===== src/rtl/afifo_pkg.sv =====
// Shared types for the async FIFO read-side helpers.
package afifo_pkg;

  typedef enum logic {
    EMPTY = 1'b0,
    HOLD  = 1'b1
  } rd_state_e;

endpackage


===== src/rtl/afifo_rd_unpacker.sv =====
// Pops one wide word from a show-ahead FIFO and replays it as C_RATIO narrow
// beats, LSB slice first, with zero-bubble reload on the last beat.
module afifo_rd_unpacker
  import afifo_pkg::*;
#(
  parameter int C_WIDTH = 32,
  parameter int C_RATIO = 4
) (
  input  logic                         i_clk,
  input  logic                         i_rst_n,
  input  logic                         i_fifo_empty,
  input  logic [C_WIDTH-1:0]           i_fifo_data,
  output logic                         o_fifo_ren,
  output logic                         o_m_valid,
  input  logic                         i_m_ready,
  output logic [C_WIDTH/C_RATIO-1:0]   o_m_data,
  output logic                         o_m_last,
  output logic                         o_busy
);

  localparam int BEAT_W = C_WIDTH / C_RATIO;
  localparam int CNT_W  = (C_RATIO > 1) ? $clog2(C_RATIO) : 1;
  localparam logic [CNT_W-1:0] LAST_BEAT = CNT_W'(C_RATIO - 1);

  if ((C_RATIO < 1) || ((C_WIDTH % C_RATIO) != 0)) begin : g_ratio_check
    $fatal(1, "afifo_rd_unpacker: C_WIDTH must be a multiple of C_RATIO");
  end

  rd_state_e          state_q;
  logic [CNT_W-1:0]   beat_q;
  logic [C_WIDTH-1:0] hold_q;

  logic handshake;
  logic lastBeat;

  assign lastBeat   = (state_q == HOLD) && (beat_q == LAST_BEAT);
  assign handshake  = (state_q == HOLD) && i_m_ready;

  // Reset gates the pop so nothing leaves the FIFO before the first clean edge.
  assign o_fifo_ren = i_rst_n && !i_fifo_empty &&
                      ((state_q == EMPTY) || (handshake && lastBeat));

  assign o_m_valid  = (state_q == HOLD);
  assign o_m_last   = lastBeat;
  assign o_busy     = (state_q == HOLD);
  assign o_m_data   = hold_q[int'(beat_q) * BEAT_W +: BEAT_W];

  always_ff @(posedge i_clk or negedge i_rst_n) begin
    if (!i_rst_n) begin
      state_q <= EMPTY;
      beat_q  <= '0;
      hold_q  <= '0;
    end else if (o_fifo_ren) begin
      hold_q  <= i_fifo_data;
      beat_q  <= '0;
      state_q <= HOLD;
    end else if (handshake) begin
      if (lastBeat) begin
        state_q <= EMPTY;
        beat_q  <= '0;
      end else begin
        beat_q  <= beat_q + CNT_W'(1);
      end
    end
  end

endmodule

===== config.mk =====
export PLATFORM = sky130hd
export DESIGN_NAME = afifo_rd_unpacker
export DESIGN_NICKNAME = d
export VERILOG_FILES = /design/src/rtl/afifo_pkg.sv /design/src/rtl/afifo_rd_unpacker.sv
export SDC_FILE = /design/constraint.sdc
export NUM_CORES = 1
export LEC_CHECK = 0
export BUFFER_PORTS_ARGS = -buffer_cell sky130_fd_sc_hd__buf_2
export CORE_MARGIN = 2
export CORE_UTILIZATION = 50
export DETAILED_ROUTE_END_ITERATION = 8
export PLACE_DENSITY = 0.78
export SYNTH_ARGS = -nofsm -noshare
export SYNTH_HDL_FRONTEND = slang
export SYNTH_SLANG_ARGS = --single-unit
export TNS_END_PERCENT = 1

===== constraint.sdc =====
create_clock -name i_clk -period 1.7 [get_ports i_clk]
set_input_delay 0.17 -clock i_clk [delete_from_list [all_inputs] [get_ports i_clk]]
set_output_delay 0.17 -clock i_clk [all_outputs]
set_load 0.01 [all_outputs]

==> metrics <==
multi-input logic area 648 sq um; Cells after Synth 96; die area 3590 sq um; Yosys top cell by area dfrtp_1; met3 usage 0.0649; Power Dens Cells 1810 nW/um^2; CTS Sinks 35; DRT Pass-1 Iters 4; root buf cell clkbuf_4; Tcrit/Tclk final 1.03; Max Transition Viols Final 0; synth top area cells dfrtp_1, mux2_2, mux4_2; worst clock skew 0.0120 ns; Initial Utilization 0.520; # IOs 48; CORE AREA 3000 sq um; Slew HR 0.710; cell family contributing the most delay on the critical path multiplexers; FMAX 570 MHz; FF+latch count, synth 35; Critical Path AT 1.59 ns; share of cells above drive strength 1 0.679; Critical Path Max Stage Delay 0.51 ns; slowest cell on the critical path mux4_2; global route overflow 0; total CTS buffers 5; leading cell type in the layout, fill and taps excluded buf_2; GR Util met1 0.219; Die Wd 59.9 um; nets@finish 192; Worst-Margin Slew 0.435 ns; Synth top area share 0.560; post-route ant nets 0; initial drt markers 28; RSZ-0062 raised after global routing yes; Die Ht 59.9 um; Crit path required time 1.53 ns; PortBufs 47; Cell Chain, Critical Path clkbuf_16 > mux4_2 > buf_6; clk buf depth 2; initial antenna violation count 0; met2 Use GR 0.328; drt drc 0; Routed WL per cell 16.5 um; syn avg cell area 16.3 sq um; DP Wirelength 2120 um; Yosys warning count 0; final worst slack -0.0559 ns; number of global-route vias before repair 1,056; Routed WL 3120 um; Placed Area 1840 sq um; sum of negative setup slack -0.368 ns; CP startpoint kind register; final setup violation count 8; largest net degree at the start of global routing 36; most frequent cells in the layout buf_2, dfrtp_1, mux2_2, mux4_2, buf_6; CTS tree yes; Placer Congestion 0.658; Finished Cell Area 2050 sq um; reg2reg setup slack 0.02 ns; VDD IR max 0.000834 V; global-route wire length before repair 4750 um; DR vias/cell 5.47; floorplan row count 20; synth unique cells 19; Buf/Inv on CP 2; Mapped Nets 133; Layout area overhead 31.2%; Worst Setup End Kind output pin; Lkg Pwr 0.937 nW; H-tree lvl count 2; Min-Delay Path Class input pin to register; via count 1,034; filler cell count 227; synthesized area 1560 sq um; failing checks negative setup slack; clk slew on worst S/H paths 0.10 ns; Setup CP Type register to output pin; DP Worst Slack 0.0967 ns; Sequential Area 877 sq um; status complete, but fails checks; n_diodes 0; register area share after synthesis 0.560; clk_lat worst skew 0.33 ns; gr busiest metal met2; Global Route Usage Sum 0.192; endpoints failing hold 0; min Tclk post-route 1.76 ns; Crit Path Max Fanout 4; total of max-cap violations 0
[through the flow]
stage,power [mW],cells,utilization,hold slack (ns)
after floorplan,2.46,96,-,-0.126
after global placement,2.83,175,0.613,0.255
after detailed placement,2.93,175,0.613,0.284
after CTS,3.52,186,0.655,0.0361
after global routing,3.93,189,0.683,0.0381
final,3.71,189,0.683,0.0473
[sequential cells by signal, summed over array words and instances, names as in the netlist]
register  cells
o_busy        1
beat_q        2
hold_q       32
[path summary, 6_finish.rpt]
check | cells past startpoint | from | end
worst min register to register | 1 | hold_q[15]$_DFFE_PN0P_ | hold_q[15]$_DFFE_PN0P_
max in group asynchronous | 3 | i_rst_n | beat_q[0]$_DFFE_PN0P_
min in group asynchronous | 3 | i_rst_n | hold_q[13]$_DFFE_PN0P_
worst max register to register | 5 | beat_q[0]$_DFFE_PN0P_ | hold_q[14]$_DFFE_PN0P_
worst min-delay path | 2 | i_fifo_data[15] | hold_q[15]$_DFFE_PN0P_
worst max-delay path | 3 | beat_q[0]$_DFFE_PN0P_ | o_m_data[3]
[synth_stat cells (all sizes together)]
library cell  instances
a21oi                 1
and2                  1
buf                   5
clkbuf                1
dfrtp                35
ha                    1
inv                   1
mux2                 32
mux4                  8
nand2                 4
nand2b                1
nand3                 1
nor2                  1
o211ai                2
o21ai                 1
o31ai                 1
[cell families after synthesis]
group / share of synthesized area
compound gates: 0.0280
fa+ha+maj: 0.00801
buf+inv: 0.0344
flops: 0.560
mux: 0.346
simple gates: 0.0232
[per-layer routing]
layer,share of wire,vias up
met5,0,-
met4,0.015,0
met3,0.057,6
met2,0.53,30
met1,0.40,525
li1,-,473
[final cells by class]
cell class,instances,share of cell area
clock buffer,7,0.0220
sequential,35,0.428
clock inverter,1,0.00244
tap,33,0.0201
multi-input combinational,54,0.316
timing repair buffer,58,0.210
inverter,1,0.00183
[where the power goes]
group | internal [mW] | total, mW | switching, mW
Combinational | 1.17 | 1.80 | 0.628
Clock | 0.161 | 0.419 | 0.258
Sequential | 1.25 | 1.49 | 0.244
[repair_timing]
action | in CTS | in global routing
setup buffers | 1 | 2
resized for setup | 6 | 8
cloned | 1 | 1
pin swaps | 2 | 1
endpoints found under the hold margin | 35 | 0
hold buffers | 1 | 0
setup endpoints to repair | 9 | 27
No activity file was read; power rests on OpenSTA's default activity.
